==> src/rtl/z2_cycle_ctrl.sv <==
// Zorro II / 68000 slave-cycle controller: strobe synchronisers, fixed-priority target
// arbitration, per-channel wait states and DTACK/OVR generation. Optional Z2_TIMEOUT_EN.
module z2_cycle_ctrl #(
  parameter int                NUM_CH         = 5,
  parameter int                SYNC_STAGES    = 2,
  parameter int                WS_W           = 3,
  parameter logic [NUM_CH-1:0] BUS_MASK       = 5'b00111,
  parameter int                TIMEOUT_CYCLES = 255
) (
  input  logic                   MEMCLK,
  input  logic                   RESET,
  input  logic                   AS_n,
  input  logic                   UDS_n,
  input  logic                   LDS_n,
  input  logic                   RW,
  input  logic [NUM_CH-1:0]      ch_access,
  input  logic [NUM_CH-1:0]      ch_ready,
  input  logic [NUM_CH*WS_W-1:0] ch_wait_cfg,
  output logic                   as_n_s,
  output logic                   uds_n_s,
  output logic                   lds_n_s,
  output logic                   rw_s,
  output logic [1:0]             z2_state,
  output logic [NUM_CH-1:0]      cycle_grant,
  output logic                   dtack,
  output logic                   bus_dtack,
  output logic                   ovr_req,
  output logic                   timeout
);

  // state    | meaning
  // ST_IDLE  | no cycle; waiting for AS low with a decode hit
  // ST_START | grant latched; waiting for a data strobe
  // ST_DATA  | burning wait states, then waiting for the target's ready
  // ST_END   | DTACK asserted; waiting for AS to negate
  typedef enum logic [1:0] {
    ST_IDLE  = 2'd0,
    ST_START = 2'd1,
    ST_DATA  = 2'd2,
    ST_END   = 2'd3
  } z2_state_t;

  logic [SYNC_STAGES-1:0][3:0] sync_q;

  always_ff @(posedge MEMCLK) begin
    if (RESET) sync_q <= '1;
    else       sync_q <= {sync_q[SYNC_STAGES-2:0], AS_n, UDS_n, LDS_n, RW};
  end

  assign {as_n_s, uds_n_s, lds_n_s, rw_s} = sync_q[SYNC_STAGES-1];

  z2_state_t         state_q, state_d;
  logic [NUM_CH-1:0] grant_q, grant_d;
  logic              dtack_q, dtack_d;
  logic [WS_W-1:0]   wcnt_q, wcnt_d;
  logic [NUM_CH-1:0] hit_sel;
  logic [WS_W-1:0]   hit_cfg;
  logic              granted_ready;
  logic              to_hit;

  // two's-complement trick isolates the lowest set bit = highest priority hit
  always_comb begin
    hit_sel = ch_access & (~ch_access + NUM_CH'(1));
    hit_cfg = '0;
    for (int i = 0; i < NUM_CH; i++) begin
      if (hit_sel[i]) hit_cfg = hit_cfg | ch_wait_cfg[i*WS_W +: WS_W];
    end
  end

  assign granted_ready = |(ch_ready & grant_q);

  always_comb begin
    state_d = state_q;
    grant_d = grant_q;
    dtack_d = dtack_q;
    wcnt_d  = wcnt_q;
    unique case (state_q)
      ST_IDLE: begin
        dtack_d = 1'b0;
        if (!as_n_s && (|ch_access)) begin
          grant_d = hit_sel;
          wcnt_d  = hit_cfg;
          state_d = ST_START;
        end
      end
      ST_START: begin
        if (as_n_s) begin
          grant_d = '0;
          state_d = ST_IDLE;
        end else if (to_hit) begin
          dtack_d = 1'b1;
          state_d = ST_END;
        end else if (!uds_n_s || !lds_n_s) begin
          state_d = ST_DATA;
        end
      end
      ST_DATA: begin
        if (as_n_s) begin
          grant_d = '0;
          state_d = ST_IDLE;
        end else if (to_hit) begin
          dtack_d = 1'b1;
          state_d = ST_END;
        end else if (wcnt_q != '0) begin
          wcnt_d = wcnt_q - WS_W'(1);
        end else if (granted_ready) begin
          dtack_d = 1'b1;
          state_d = ST_END;
        end
      end
      ST_END: begin
        if (as_n_s) begin
          dtack_d = 1'b0;
          grant_d = '0;
          state_d = ST_IDLE;
        end
      end
      default: state_d = ST_IDLE;
    endcase
  end

  always_ff @(posedge MEMCLK) begin
    if (RESET) begin
      state_q <= ST_IDLE;
      grant_q <= '0;
      dtack_q <= 1'b0;
      wcnt_q  <= '0;
    end else begin
      state_q <= state_d;
      grant_q <= grant_d;
      dtack_q <= dtack_d;
      wcnt_q  <= wcnt_d;
    end
  end

`ifdef Z2_TIMEOUT_EN
  localparam int TO_W = ($clog2(TIMEOUT_CYCLES + 1) > 8) ? $clog2(TIMEOUT_CYCLES + 1) : 8;

  logic [TO_W-1:0] tcnt_q;
  logic            timeout_q;
  logic            busy;

  assign busy   = (state_q == ST_START) || (state_q == ST_DATA);
  // fires on the edge where the START+DATA time reaches TIMEOUT_CYCLES
  assign to_hit = busy && (tcnt_q == TO_W'(TIMEOUT_CYCLES - 1));

  always_ff @(posedge MEMCLK) begin
    if (RESET) begin
      tcnt_q    <= '0;
      timeout_q <= 1'b0;
    end else begin
      if (state_q == ST_IDLE) tcnt_q <= '0;
      else if (busy)          tcnt_q <= tcnt_q + TO_W'(1);
      timeout_q <= to_hit && !as_n_s;
    end
  end

  assign timeout = timeout_q;
`else
  assign to_hit  = 1'b0;
  assign timeout = 1'b0;
`endif

  assign z2_state    = state_q;
  assign cycle_grant = grant_q;
  assign dtack       = dtack_q;
  assign bus_dtack   = dtack_q && (|(grant_q & BUS_MASK));
  assign ovr_req     = (|(grant_q & BUS_MASK)) && !as_n_s;

endmodule

==> config.mk <==
export PLATFORM = sky130hd
export DESIGN_NAME = z2_cycle_ctrl
export DESIGN_NICKNAME = d
export VERILOG_FILES = /design/src/rtl/z2_cycle_ctrl.sv
export SDC_FILE = /design/constraint.sdc
export NUM_CORES = 1
export LEC_CHECK = 0
export BUFFER_PORTS_ARGS = -buffer_cell sky130_fd_sc_hd__buf_2
export CAP_MARGIN = 25
export CORE_ASPECT_RATIO = 1.25
export CORE_MARGIN = 5
export CORE_UTILIZATION = 45
export CTS_CLUSTER_DIAMETER = 150
export DETAILED_ROUTE_END_ITERATION = 16
export PLACE_DENSITY = 0.87
export SLEW_MARGIN = 0
export SYNTH_ARGS = -nofsm -noshare
export SYNTH_HDL_FRONTEND = slang
export SYNTH_SLANG_ARGS = --single-unit
==> constraint.sdc <==
create_clock -name MEMCLK -period 2 [get_ports MEMCLK]
set_input_delay 0.2 -clock MEMCLK [delete_from_list [all_inputs] [get_ports MEMCLK]]
set_output_delay 0.2 -clock MEMCLK [all_outputs]
set_load 0.005 [all_outputs]
==> results.yml, run 1 <==
yosys:
  synth_nets: 147
  syn_area_sq_um: 971
  yosys_warnings: 0
  async_flop_share_pct: 0
  ys_seq_elements: 19
  syn_area_per_cell_sq_um: 8.52
  yosysSeqAreaShare_pct: 39.2
  ys.flop_type: "dfxtp_1"
  syn-instance-count: 114
  synth_edf_count: 0
  ys_types: 36
worst_setup_path:
  critPathCapture: "cycle_grant[3]$_SDFFE_PP0P_"
  cp.depth: 4
  r2r-start: "z2_state[0]$_SDFFE_PP0P_"
  crit_type: "reg -> reg"
  endpoint_kind: "flop"
  r2r_end: "cycle_grant[3]$_SDFFE_PP0P_"
  cp_top_family: "simple AND/OR/NAND/NOR gates"
  reg2reg_depth: 4
  r2r_slack_ns: 0.42
  crit_path_start: "z2_state[0]$_SDFFE_PP0P_"
  cp_data_arrival_time_ns: 1.82
  worstPathMaxFanout: 10
  start_kind: "flop"
  slowest_delay_ns: 0.41
  critPathSlowestCell: "dfxtp_1"
  critical_path.cell_chain: "nor2_1 -> o21ai_1 -> nor3_1 -> a32o_1"
  crit_buf_inv: 0
  required_ns: 2.25
sta:
  fin_tns_setup_ns: 0
  setup_viol: 0
  rsz0062_at_grt: "no"
  setup_ws_ns: 0.422
  hold_violations: 0
  maxSlewViolCount: 0
  fin_worst_skew_ns: 0.00235
  fmax_mhz: 634
  fin_crit_sh_pct: 78.9
  fin_crit_ns: 1.58
global_routing:
  grt_start_max_net_pins: 19
  grt_pass1_wl_mm: 4.02
  antenna_found_initial: 0
  grt-ovfl-total: 0
  grtUsageTotal_pct: 17.0
  first_global_vias: 953
final_layout:
  mostFrequentLayoutCells: "buf_2, dfxtp_1, a21oi_1, inv_1, nand2_1"
  syn2layout_area_growth_pct: 25.3
  fill_cells: 184
  multiInputGateArea_sq_um: 526
  n_antenna_cell: 0
  final_layout_size_suffix_gt1_share_pct: 35.5
  instances_no_fill: 175
  seqCellArea_sq_um: 380
  nets: 189
  layout_commonest_cell: "buf_2"
route:
  vias: 1011
  drt_pass1_iterations: 5
  ant_nets: 0
  drt_drc_violations_left: 0
  routed_wirelength_mm: 2.46
  drt_iter0_drc: 27
  viasPerCell: 5.78
  post_drt_wl_per_cell_microns: 14.1
floorplanning:
  core_sq_um: 2030
  die_area_sq_um: 3190
  rows: 18
  start_util_pct: 47.9
  die_h_microns: 61.9
  die_w_microns: 51.5
  ios: 46
clock_network:
  clk_pin_slew_worst_paths_ns: 0.11
  cts.repair.resized: 0
  root_buffer: "clkbuf_4"
  cts_sinks: 19
  hold_buffers: 0
  max-clock-path-buffers: 2
  tritoncts: "built"
  clkLatencyLatePin_ns: 0.30
  htreeDepth: 1
  cts_buffers: 3
  post-cts-setup-buffers: 0
power_and_ir_drop:
  power_switching_mw: 0.180
  p_total_mw: 0.698
  seqPwrFrac_pct: 57.1
  p_sw_share_pct: 25.8
  p_int_mw: 0.518
  power_frac_comb_pct: 15.2
  power_leakage_nw: 0.543
  clkPwrFrac_pct: 27.8
  ir_worst_vdd_v: 0.000330
  power_density_nw_per_um2: 574
placement:
  dp_hpwl_mm: 1.95
  routabilityCongestion: 0.792
  port_buffers: 44
  dp.cells: 171
  place_ws_ns: 0.292
run:
  cap_viol_max_count: 0
worst_hold_path:
  worstHoldStart: "AS_n"
  hold_path.class: "in -> reg"
run_status:
  status: "finished, final reports clean"
logic make-up after synthesis:
kind of cell               synth area share [%]
DFF                                        39.2
and+or+nand+nor                            20.7
AOI/OAI and AO/OA                          30.4
other                                     0.386
adders and majority gates                  2.58
buffers and inverters                      6.70
per-layer routing:
layer  wire (microns)  track usage, %  vias to the layer above
met5                0               0                        -
met4              104            15.0                        0
met3              106            1.43                       11
met2             1330            31.3                       37
met1              917            17.4                      467
li1                 -               -                      496
synth_stat cells (all sizes together) (3+ instances only):
library cell  count  area share, %
nor3              5            2.6
nand2             7            2.7
a21oi             9            4.6
dfxtp            19             39
a221oi            3            2.7
clkbuf            6            2.3
o32ai             3            4.3
inv               8            3.1
nor2              4            1.5
nand3             3            1.5
o21ai             7            3.6
nor2b             5            3.2
or2               8            5.2
sequential cells by signal (all words and copies together), names as in the netlist:
name / cells
sync_q: 4
uds_n_s: 1
rw_s: 1
dtack: 1
z2_state: 2
wcnt_q: 3
as_n_s: 1
cycle_grant: 5
lds_n_s: 1
power groups by stage:
| stage | clock network, mW | registers, mW | logic, mW |
|---|---|---|---|
| final | 0.194 | 0.398 | 0.106 |
| after global routing | 0.216 | 0.401 | 0.118 |
| after CTS | 0.198 | 0.398 | 0.105 |
| after detailed placement | 0 | 0.407 | 0.105 |
| after global placement | 0 | 0.407 | 0.101 |
| after floorplan | 0 | 0.404 | 0.0606 |
layout make-up:
type,instances,share of cell area [%]
Clock inverter,1,0.412
Clock buffer,3,1.85
Tap cell,20,2.06
Multi-Input combinational cell,79,43.2
Timing Repair Buffer,45,18.7
Inverter,8,2.47
Sequential cell,19,31.3
worst register-to-register path: cells and delay by family (launching register included):
kind,cells,cell delay [ns]
AND/OR/NAND/NOR,2,0.72
flip-flops,1,0.41
AO/OA/AOI/OAI,2,0.39
worst min-delay path by stage:
stage	end	cells past startpoint
4_1_cts	sync_q[3]$_SDFF_PP1_	2
6_report	sync_q[3]$_SDFF_PP1_	2
5_1_grt	sync_q[3]$_SDFF_PP1_	2
2_1_floorplan	sync_q[0]$_SDFF_PP1_	1
3_3_place_gp	sync_q[0]$_SDFF_PP1_	2
3_5_place_dp	sync_q[3]$_SDFF_PP1_	2
metrics by stage:
| stage | hold slack, ns | area, sq um | util (%) |
|---|---|---|---|
| final | 0.0659 | 1220 | 60.0 |
| after CTS | 0.0599 | 1220 | 60.0 |
| after global placement | 0.375 | 1190 | 58.6 |
| after floorplan | 0.297 | 971 | - |
| after detailed placement | 0.382 | 1190 | 58.6 |
| after global routing | 0.0494 | 1220 | 60.0 |
Note: power is estimated with default switching activity, not from simulation.
==> inputs of run 2 (changes only) <==
--- a/config.mk
+++ b/config.mk
@@ -5,14 +5,15 @@
 export SDC_FILE = /design/constraint.sdc
 export NUM_CORES = 1
 export LEC_CHECK = 0
+export ABC_AREA = 1
 export BUFFER_PORTS_ARGS = -buffer_cell sky130_fd_sc_hd__buf_2
 export CAP_MARGIN = 25
 export CORE_ASPECT_RATIO = 1.25
 export CORE_MARGIN = 5
-export CORE_UTILIZATION = 45
+export CORE_UTILIZATION = 41
 export CTS_CLUSTER_DIAMETER = 150
 export DETAILED_ROUTE_END_ITERATION = 16
-export PLACE_DENSITY = 0.87
+export PLACE_DENSITY = 0.83
 export SLEW_MARGIN = 0
 export SYNTH_ARGS = -nofsm -noshare
 export SYNTH_HDL_FRONTEND = slang
==> constraint.sdc (replaced) <==
create_clock -name MEMCLK -period 1.4 [get_ports MEMCLK]
set_input_delay 0.14 -clock MEMCLK [delete_from_list [all_inputs] [get_ports MEMCLK]]
set_output_delay 0.14 -clock MEMCLK [all_outputs]
set_load 0.005 [all_outputs]
==> run 2 against run 1 <==
Setup slack got worse by 0.30 ns. Critical path depth increased by 6. Combinational power increased to 5.9 times the previous value. Clock-buffer cell count unchanged. Non-clock buffer count increased by 2. Worst hold slack got worse by 0.053 ns. Synthesized area increased by 7.3%. Utilization decreased by 3.8 points. Die area increased by 15%. Synthesized cell count increased by 39%. Sequential share of layout area decreased by 3.1 points. Wire length increased by 2.2%.
==> results.yml, run 2 <==
yosys:
  yosysTopAreaCell: "dfxtp_1"
  ys_types: 22
  syn_area_per_cell_sq_um: 6.56
  syn_area_sq_um: 1040
  post-synth-top-count-cell: "nand2_1"
  synth_area_leaders: "dfxtp_1, nand2_1, inv_1"
  yosys_warnings: 0
  ys_seq_elements: 19
  async_flop_share_pct: 0
  netlist.area_leader.share_pct: 36.5
  syn-instance-count: 159
  ys.flop_type: "dfxtp_1"
  synth_nets: 192
  ys_top_cells_by_count: "nand2_1, inv_1, dfxtp_1"
  synth_edf_count: 0
  yosysSeqAreaShare_pct: 36.5
clock_network:
  max-clock-path-buffers: 2
  cts_sinks: 19
  htreeDepth: 1
  clkLatencyLatePin_ns: 0.30
  clk_pin_slew_worst_paths_ns: 0.11
  post-cts-setup-buffers: 0
  root_buffer: "clkbuf_4"
  cts_buffers: 3
  tritoncts: "built"
global_routing:
  first_global_vias: 997
  grt_pass1_wl_mm: 3.93
  grtUsageTotal_pct: 14.3
  antenna_found_initial: 0
  grt-ovfl-total: 0
  grt_start_max_net_pins: 17
floorplanning:
  die_h_microns: 66.4
  die_w_microns: 55.1
  rows: 20
  ios: 46
  die_area_sq_um: 3660
  start_util_pct: 42.9
  core_sq_um: 2430
final_layout:
  instances_no_fill: 241
  final_layout_size_suffix_gt1_share_pct: 35.1
  n_antenna_cell: 0
  nets: 242
  largest_reg_flops: 5
  mostFrequentLayoutCells: "buf_2, nand2_1, inv_1, dfxtp_1, nand3_1"
  final_core_util_pct: 56.2
  layout_commonest_cell: "buf_2"
  syn2layout_area_growth_pct: 31.0
route:
  post_drt_wl_per_cell_microns: 10.4
  routed_wirelength_mm: 2.52
  drt_iter0_drc: 9
  ant_nets: 0
  drt_drc_violations_left: 0
  viasPerCell: 4.61
  drt_pass1_iterations: 4
  vias: 1112
sta:
  fmax_mhz: 785
  maxSlewViolCount: 0
  setup_viol: 0
  fin_worst_skew_ns: 0.00345
  rsz0062_at_grt: "no"
  hold_violations: 0
  fin_crit_ns: 1.27
  fin_crit_sh_pct: 91.0
  fin_tns_setup_ns: 0
worst_hold_path:
  hold_path.class: "in -> reg"
power_and_ir_drop:
  ir_worst_vdd_v: 0.000765
  power_density_nw_per_um2: 1160
  power_leakage_nw: 0.693
worst_setup_path:
  start_kind: "flop"
  required_ns: 1.61
  worstPathMaxFanout: 3
  crit_type: "reg -> reg"
  endpoint_kind: "flop"
  cp_data_arrival_time_ns: 1.48
run:
  cap_viol_max_count: 0
placement:
  routabilityCongestion: 0.940
  dp_hpwl_mm: 2.00
  port_buffers: 44
  dp.cells: 235
run_status:
  status: "finished, final reports clean"
[run 2: layer usage]
layer | GRT usage (%) | wire length [microns] | share of wire [%] | vias up
li1 | - | - | - | 599
met2 | 23.5 | 1250 | 50 | 25
met3 | 2.48 | 105 | 4.2 | 6
met5 | 0 | 0 | 0 | -
met1 | 17.1 | 1090 | 43 | 482
met4 | 6.99 | 64 | 2.5 | 0
[run 2: logic make-up after synthesis]
kind of cell	Yosys count	synth area share, %
AOI/OAI and AO/OA	20	10.6
xor gates and xnor gates	1	0.840
adders and majority gates	2	2.40
buffers and inverters	26	9.72
DFF	19	36.5
other	1	0.360
and+or+nand+nor	90	39.6
[run 2: worst max-delay path: stages, from the launching register on]
cell	delay [ns]
dfxtp_2	0.36
inv_1	0.06
ha_1	0.20
nand2_2	0.09
nand2_1	0.06
nand2_1	0.06
inv_1	0.04
nand2_1	0.05
nand2_1	0.09
a21oi_2	0.13
nor2_1	0.05
[run 2: worst paths after layout]
check / from / endpoint / slack (ns) / depth (start not counted)
worst max-delay path: wcnt_q[0]$_SDFFE_PP0P_ / z2_state[0]$_SDFFE_PP0P_ / 0.13 / 10
worst max register to register: wcnt_q[0]$_SDFFE_PP0P_ / z2_state[0]$_SDFFE_PP0P_ / 0.13 / 10
worst min-delay path: AS_n / sync_q[3]$_SDFF_PP1_ / 0.01 / 2
worst min register to register: sync_q[1]$_SDFF_PP1_ / lds_n_s$_SDFF_PP1_ / 0.42 / 1
[run 2: final cells by class]
type                            count  area, sq um
Clock buffer                        3         22.5
Clock inverter                      1         5.00
Multi-Input combinational cell    114          574
Sequential cell                    19          384
Tap cell                           33         41.3
Timing Repair Buffer               47          248
Inverter                           24         90.1
Fill cell                         249         1060
[run 2: what timing repair did]
item                                   4_1_cts  5_1_grt
resized for setup                            0        7
hold buffers                                 0        2
setup endpoints to repair                    0        4
endpoints found under the hold margin        0        2
[run 2: power breakdown]
group,internal (mW),switching (mW)
combinational,0.247,0.376
clock,0.107,0.176
sequential,0.607,0.0699
total,0.961,0.623
[run 2: through the flow]
stage | hold slack [ns] | worst slack [ns] | total power, mW | area, sq um
global placement | 0.322 | 0.107 | 1.25 | 1300
detailed placement | 0.324 | 0.0896 | 1.26 | 1300
CTS | 0.00151 | 0.0710 | 1.54 | 1330
global route | 0.000484 | 0.0146 | 1.70 | 1370
finish | 0.0130 | 0.127 | 1.58 | 1370
floorplan | 0.244 | 0.225 | 1.07 | 1040
